### config.mk
export PLATFORM = sky130hd
export DESIGN_NAME = sr_latch_driver
export DESIGN_NICKNAME = d
export VERILOG_FILES = /design/src/rtl/sr_latch_driver.sv
export SDC_FILE = /design/constraint.sdc
export NUM_CORES = 1
export LEC_CHECK = 0
export BUFFER_PORTS_ARGS = -buffer_cell sky130_fd_sc_hd__buf_2
export CORE_MARGIN = 3
export CORE_UTILIZATION = 35
export CTS_CLUSTER_SIZE = 10
export DETAILED_ROUTE_END_ITERATION = 8
export HOLD_SLACK_MARGIN = 0.06
export PLACE_DENSITY_LB_ADDON = 0.15
export SLEW_MARGIN = 20
export SYNTH_ARGS = -nofsm -noshare
export SYNTH_HDL_FRONTEND = slang
export SYNTH_SLANG_ARGS = --single-unit
### constraint.sdc
create_clock -name clk -period 2.2 [get_ports clk]
set_input_delay 0.44 -clock clk [delete_from_list [all_inputs] [get_ports clk]]
set_output_delay 0.44 -clock clk [all_outputs]
set_load 0.01 [all_outputs]
### src/rtl/sr_latch_driver.sv
// ============================================================================
// Module   : sr_latch_driver
// Purpose  : Debounces two pushbuttons and issues mutually exclusive,
//            fixed-width active-low set/reset pulses to a NAND RS latch.
// Revision : 1.0 - initial release
// ============================================================================
`default_nettype none

module sr_latch_driver #(
    parameter int DEBOUNCE_CYCLES = 4,
    parameter int PULSE_CYCLES    = 2
) (
    input  logic clk,
    input  logic rst,
    input  logic set_btn,
    input  logic rst_btn,
    output logic ns,
    output logic nr,
    output logic busy,
    output logic conflict,
    output logic dropped
);

    localparam logic [1:0] c_st_idle  = 2'd0;
    localparam logic [1:0] c_st_set_p = 2'd1;
    localparam logic [1:0] c_st_rst_p = 2'd2;

    localparam logic [7:0] c_db_last   = 8'(DEBOUNCE_CYCLES - 1);
    localparam logic [3:0] c_pulse_len = 4'(PULSE_CYCLES);

    // bit 0 = set button, bit 1 = reset button
    logic [1:0] w_btn;
    logic [1:0] w_press;

    assign w_btn = {rst_btn, set_btn};

    generate
        for (genvar gi = 0; gi < 2; gi++) begin : g_btn
            logic       r_sync1;
            logic       r_sync2;
            logic       r_db;
            logic       r_db_d;
            logic [7:0] r_cnt;

            always_ff @(posedge clk) begin
                if (rst) begin
                    r_sync1 <= 1'b0;
                    r_sync2 <= 1'b0;
                    r_db    <= 1'b0;
                    r_db_d  <= 1'b0;
                    r_cnt   <= 8'd0;
                end else begin
                    r_sync1 <= w_btn[gi];
                    r_sync2 <= r_sync1;
                    r_db_d  <= r_db;
                    if (r_sync2 == r_db) begin
                        r_cnt <= 8'd0;
                    end else if (r_cnt == c_db_last) begin
                        r_db  <= r_sync2;
                        r_cnt <= 8'd0;
                    end else begin
                        r_cnt <= r_cnt + 8'd1;
                    end
                end
            end

            // Only a rising debounced level counts; releases are ignored.
            assign w_press[gi] = r_db & ~r_db_d;
        end
    endgenerate

    logic [1:0] r_state, w_state_nx;
    logic [3:0] r_pcnt,  w_pcnt_nx;
    logic       r_ns, w_ns_nx;
    logic       r_nr, w_nr_nx;
    logic       r_busy, w_busy_nx;
    logic       r_conflict, w_conflict_nx;
    logic       r_dropped, w_dropped_nx;

    always_ff @(posedge clk) begin
        if (rst) begin
            r_state    <= c_st_idle;
            r_pcnt     <= 4'd0;
            r_ns       <= 1'b1;
            r_nr       <= 1'b1;
            r_busy     <= 1'b0;
            r_conflict <= 1'b0;
            r_dropped  <= 1'b0;
        end else begin
            r_state    <= w_state_nx;
            r_pcnt     <= w_pcnt_nx;
            r_ns       <= w_ns_nx;
            r_nr       <= w_nr_nx;
            r_busy     <= w_busy_nx;
            r_conflict <= w_conflict_nx;
            r_dropped  <= w_dropped_nx;
        end
    end

    // r_pcnt holds the number of low cycles already committed to the output.
    always_comb begin
        w_state_nx    = r_state;
        w_pcnt_nx     = r_pcnt;
        w_ns_nx       = 1'b1;
        w_nr_nx       = 1'b1;
        w_busy_nx     = 1'b0;
        w_conflict_nx = 1'b0;
        w_dropped_nx  = 1'b0;
        case (r_state)
            c_st_idle: begin
                w_pcnt_nx = 4'd0;
                if (w_press[0] && w_press[1]) begin
                    w_conflict_nx = 1'b1;
                end else if (w_press[0]) begin
                    w_state_nx = c_st_set_p;
                    w_pcnt_nx  = 4'd1;
                    w_ns_nx    = 1'b0;
                    w_busy_nx  = 1'b1;
                end else if (w_press[1]) begin
                    w_state_nx = c_st_rst_p;
                    w_pcnt_nx  = 4'd1;
                    w_nr_nx    = 1'b0;
                    w_busy_nx  = 1'b1;
                end
            end
            c_st_set_p, c_st_rst_p: begin
                w_dropped_nx = |w_press;
                if (r_pcnt == c_pulse_len) begin
                    w_state_nx = c_st_idle;
                    w_pcnt_nx  = 4'd0;
                end else begin
                    w_pcnt_nx = r_pcnt + 4'd1;
                    w_busy_nx = 1'b1;
                    if (r_state == c_st_set_p) w_ns_nx = 1'b0;
                    else                       w_nr_nx = 1'b0;
                end
            end
            default: begin
                w_state_nx = c_st_idle;
                w_pcnt_nx  = 4'd0;
            end
        endcase
    end

    assign ns       = r_ns;
    assign nr       = r_nr;
    assign busy     = r_busy;
    assign conflict = r_conflict;
    assign dropped  = r_dropped;

endmodule

`default_nettype wire

Word-level counts from Yosys, hierarchy flattened

Index checks and enable logic that the tools add are counted.

Add/subtract/negate cells: 3
Equality and inequality tests: 10
Multiplexer cells: 27
Bitwise logic cells: 8
Reduce and logical (&&, ||, !) cells: 11

Operators with widths:

| cell                                                 | count |
|---|---|
| 2-to-1 mux 1 bit                                     | 17 |
| adder 8 x 1 -> 8 bit (second input constant)         | 2 |
| equality test 8 x 2 -> 1 bit (second input constant) | 2 |
| 2-to-1 mux 2 bit                                     | 4 |
| one-hot mux 4 bit (2 select lines)                   | 1 |
| OR reduction 2 bit                                   | 4 |
| inverter 1 bit                                       | 6 |
| one-hot mux 1 bit (2 select lines)                   | 3 |
| OR reduction 3 bit                                   | 2 |
| adder 4 x 1 -> 4 bit (second input constant)         | 1 |
| equality test 4 x 2 -> 1 bit (second input constant) | 1 |
| 2-to-1 mux 4 bit                                     | 1 |
| != test 2 bit (second input constant)                | 2 |
| one-hot mux 2 bit (2 select lines)                   | 1 |
| AND reduction 2 bit                                  | 2 |
| != test 3 bit (second input constant)                | 1 |
| AND reduction 3 bit                                  | 1 |
| bitwise AND 1 bit                                    | 2 |
| equality test 1 bit                                  | 2 |
| equality test 2 x 1 -> 1 bit (second input constant) | 1 |
| equality test 2 bit (second input constant)          | 1 |
| zero test 2 bit                                      | 1 |
| logical AND 1 bit                                    | 1 |

Register bits: 35
Input bits: 4

Logic depth before layout (Yosys ltp)

Word-level depth: 6
Gate-level depth with buffers: 7
Depth with buffers taken out: 6

Least setup slack after synthesis

Ideal clock, no wire load.

Path type: flip-flop to flip-flop
Start: register r_pcnt[0]
End: register r_state[0]
Setup time: 74 ps
Arrival time: 1249 ps
Required time: 2126 ps
Setup slack: 877 ps
Cell stages (with the launch flop): 8
Path buffers: 1
Cells stage by stage: dfxtp_1 > inv_1 > ha_1 > or3b_1 > buf_6 > nand2_4 > nand3_1 > a31oi_1

Longest elaborated chain between the ends: 3

Ends and longest elaborated chain:

| item                          | RTL line | text |
|---|---|---|
| start: declaration            | 73       | `logic [3:0] r_pcnt, w_pcnt_nx;` |
| start signal: assignment      | 91       | `r_pcnt <= w_pcnt_nx;` |
| equality test 4 x 2 -> 1 bit  | 128      | `if (r_pcnt == c_pulse_len) begin` |
| != test 2 bit (no line)       | n/a      |  |
| AND reduction 3 bit (no line) | n/a      |  |
| end signal: assignment        | 82       | `r_state <= c_st_idle;` |
| end signal: assignment        | 90       | `r_state <= w_state_nx;` |
| end: declaration              | 72       | `logic [1:0] r_state, w_state_nx;` |

Every way passes these cells.
A chain may end at the register's enable or synchronous reset.

Final worst setup path

Start: register r_pcnt[0]
End: register r_state[1]

Same word-level chain as after synthesis.

==> qor.log <==
INFO  routing        viasPerCell=4.64
INFO  clock_tree     h-tree-depth=2
INFO  logic_synthesis synthCells=160
INFO  global_route   grt_pass1_wl=4.26mm
INFO  clock_tree     cts.reportedPaths.clkPinSlew=70ps
INFO  timing         final-max-slew-violation-count=0
INFO  global_route   largest_net_degree_at_the_start_of_global_routing=16
INFO  clock_tree     postCtsHoldBufs=0
INFO  logic_synthesis syn-num-nets=172
INFO  run_status     run_status=finished clean
INFO  floorplan      io_pins=9
INFO  floorplan      fp-row-count=22
INFO  logic_synthesis synth_cell_types=26
INFO  clock_tree     numClockSinks=35
INFO  routing        post-route-drc-count=0
INFO  logic_synthesis syn-cell-area=0.00146mm^2
INFO  logic_synthesis synthDominantCellAreaShare=47.9%
INFO  global_route   grt_pass1_vias=1016
INFO  placement      gpl.final_weighted_congestion=0.802
INFO  routing        detailroute.via_count=1031
INFO  critical_path  crit_path_max_fanout=7
INFO  power          power_leakage=0.640nW
INFO  global_route   grt_remaining_overflow=0
INFO  critical_path  r2r_cells=6
INFO  critical_path  cp.arrival=1670ps
INFO  timing         final_hold_slack=376ps
INFO  placement      dp_hpwl=1.71mm
INFO  placement      placed_cell_area=0.00154mm^2
INFO  power          power_density=796mW/mm^2
INFO  layout         area.growth.synth_to_final=14.4%
INFO  critical_path  timing.critical_path.from_type=flip-flop
INFO  clock_tree     tritoncts=yes
INFO  global_route   grt.total_usage=10.6%
INFO  logic_synthesis synth_seq_cells=35
INFO  routing        avgRoutedWirePerCell=10.5um
INFO  power          ir_drop=433uV
INFO  timing         worst_case_headroom_to_the_max_slew_limit=81.8%
INFO  logic_synthesis syn_avg_cell_area=9.13um^2
INFO  timing         setup-tns-final=0ps
INFO  logic_synthesis synth_warnings=0
INFO  layout         layout.cell_area.non_filler=0.00167mm^2
INFO  layout         finalCoreUtilization=43.7%
INFO  logic_synthesis yosys.area.top_type=dfxtp_1
INFO  critical_path  crit_path_cell_trace=inv_1, ha_1, or3b_1, nand2_4, nand3_1, a31oi_1
INFO  routing        initialDrtViolationCount=19
INFO  hold_path      worstHoldPathCells=2
INFO  placement      port-buffer-count=8
INFO  timing         finalWorstPathRequiredPeriod=1470ps
INFO  routing        route.antenna.remaining_nets=0
INFO  clock_tree     clock_path_buffers=2
INFO  layout         layout.nets=185
INFO  critical_path  cp_slowest_stage_delay=480ps
INFO  routing        detailedRoute.firstPassIterationCount=6
INFO  critical_path  timing.critical_path.depth=6
INFO  floorplan      core_region_area=0.00383mm^2
INFO  timing         fmax=682MHz
INFO  clock_tree     root_buffer=clkbuf_8
INFO  timing         skew_final=7.43ps
INFO  global_route   antenna_found_initial=0
INFO  layout         layout.cells.most_common=dfxtp_1
INFO  critical_path  worstPathBufferInverterCount=1
INFO  hold_path      hold_class=in -> reg
INFO  layout         final_layout_size_suffix_gt1_share=9.77%
INFO  critical_path  endpoint_class_of_the_critical_path=flip-flop
INFO  layout         finish.cell_count_without_fillers=222
INFO  critical_path  worst-setup-path-type=reg -> reg
INFO  timing         setup_viol_count_final=0
INFO  floorplan      floorplan.initialDensity=38.2%
INFO  timing         tightest_slew=269ps
INFO  layout         antenna-diode-count=0
INFO  placement      preCtsSetupSlack=769ps
INFO  critical_path  timing.critical_path.slowest_stage_cell=or3b_1
INFO  floorplan      die_w=70.6um
INFO  placement      place.detailed.instances=214
INFO  power          finalPower=1.33mW
INFO  critical_path  crit_family=simple AND/OR/NAND/NOR gates
INFO  clock_tree     clock_insertion_delay_at_the_later_pin_of_the_skew_report=280ps
INFO  floorplan      dieArea=0.00499mm^2
INFO  run            cap_violations=0
INFO  floorplan      floorplan.die.height=70.6um
INFO  clock_tree     postCtsSetupRepairBufs=0
INFO  timing         timing_hold_violations_final=0
INFO  critical_path  worst-endpoint-required=2400ps
INFO  logic_synthesis yosysSeqAreaShare=47.9%
INFO  timing         post-route-worst-setup-slack=733ps
INFO  timing         final_min_period_over_clock_period=66.7%
INFO  routing        wirelength=2.32mm
INFO  layout         commonest_cells_after_routing_fill_and_taps_aside=dfxtp_1, nor2_1, nand3_1
INFO  clock_tree     cts.repair.resized=0
INFO  clock_tree     numCtsBuffers=5
INFO  logic_synthesis synth_top_cells_by_area=dfxtp_1, nor2_1, ha_1, nand3_1, xor2_1
INFO  timing         unrepaired_setup_endpoints_after_global_routing=false
-- registers in the layout, indices dropped and copies added (netlist names) --
name           count
g_btn.r_cnt       16
r_pcnt             4
g_btn.r_db         2
g_btn.r_db_d       2
g_btn.r_sync1      2
g_btn.r_sync2      2
r_state            2
busy               1
conflict           1
dropped            1
nr                 1
ns                 1
-- metal layers --
| layer | up-vias | wire [um] | global-route usage [%] |
|---|---|---|---|
| met5 | - | 0 | 0 |
| met4 | 0 | 19 | 5.01 |
| met3 | 2 | 86 | 3.69 |
| met2 | 12 | 1030 | 16.4 |
| met1 | 465 | 1180 | 13.1 |
| li1 | 552 | - | - |
-- cell families (layout without fill, tap and decap cells) --
family / count (synthesis) / after routing / share of synthesized area [%]
xor+xnor: 15 / 15 / 8.99
flops: 35 / 35 / 47.9
compound gates: 9 / 9 / 3.60
mux: 2 / 2 / 1.37
simple gates: 84 / 84 / 28.4
buf+inv: 7 / 21 / 2.83
fa+ha+maj: 8 / 8 / 6.85
-- area by class of cell --
| cell class | instances | area, um^2 |
|---|---|---|
| fill | 389 | 2150 |
| multi-input combinational | 118 | 719 |
| sequential | 35 | 701 |
| clock buffer | 6 | 72.6 |
| clock inverter | 2 | 60.1 |
| tap | 48 | 60.1 |
| timing repair buffer | 8 | 40.0 |
| inverter | 5 | 18.8 |
-- report_power, final --
| group | internal, mW | total, mW | leakage [nW] | switching [mW] |
|---|---|---|---|---|
| sequential | 0.638 | 0.640 | 0.283 | 0.00259 |
| combinational | 0.00710 | 0.0161 | 0.292 | 0.00901 |
| clock | 0.453 | 0.675 | 0.0654 | 0.222 |
-- worst register-to-register path: stages, from the launching register on --
cell and delay [ps]:
dfxtp_1 330, inv_1 80, ha_1 140, or3b_1 480, nand2_4 120, nand3_1 70
a31oi_1 160
-- synth_stat cells --
library cell and instances:
a21boi_1 2, a21oi_1 2, a31oi_1 2, and2b_1 2
and3_1 1, buf_6 2, dfxtp_1 35, ha_1 8
inv_1 5, mux2i_1 2, nand2_1 12, nand2_4 1
nand2b_1 6, nand3_1 19, nor2_1 28, nor2b_1 6
nor3_1 2, nor4_1 2, nor4b_1 1, o21ai_0 3
or2b_1 1, or2b_2 1, or3_1 1, or3b_1 1
xnor2_1 7, xor2_1 8
-- final timing paths --
kind	startpoint	to	slack (ps)
max	r_pcnt[0]	r_state[1]	730
min	rst_btn	g_btn[1].r_sync1	380
max reg2reg	r_pcnt[0]	r_state[1]	730
min reg2reg	g_btn[0].r_sync1	g_btn[0].r_sync2	440
(Power assumes the default switching activity.)
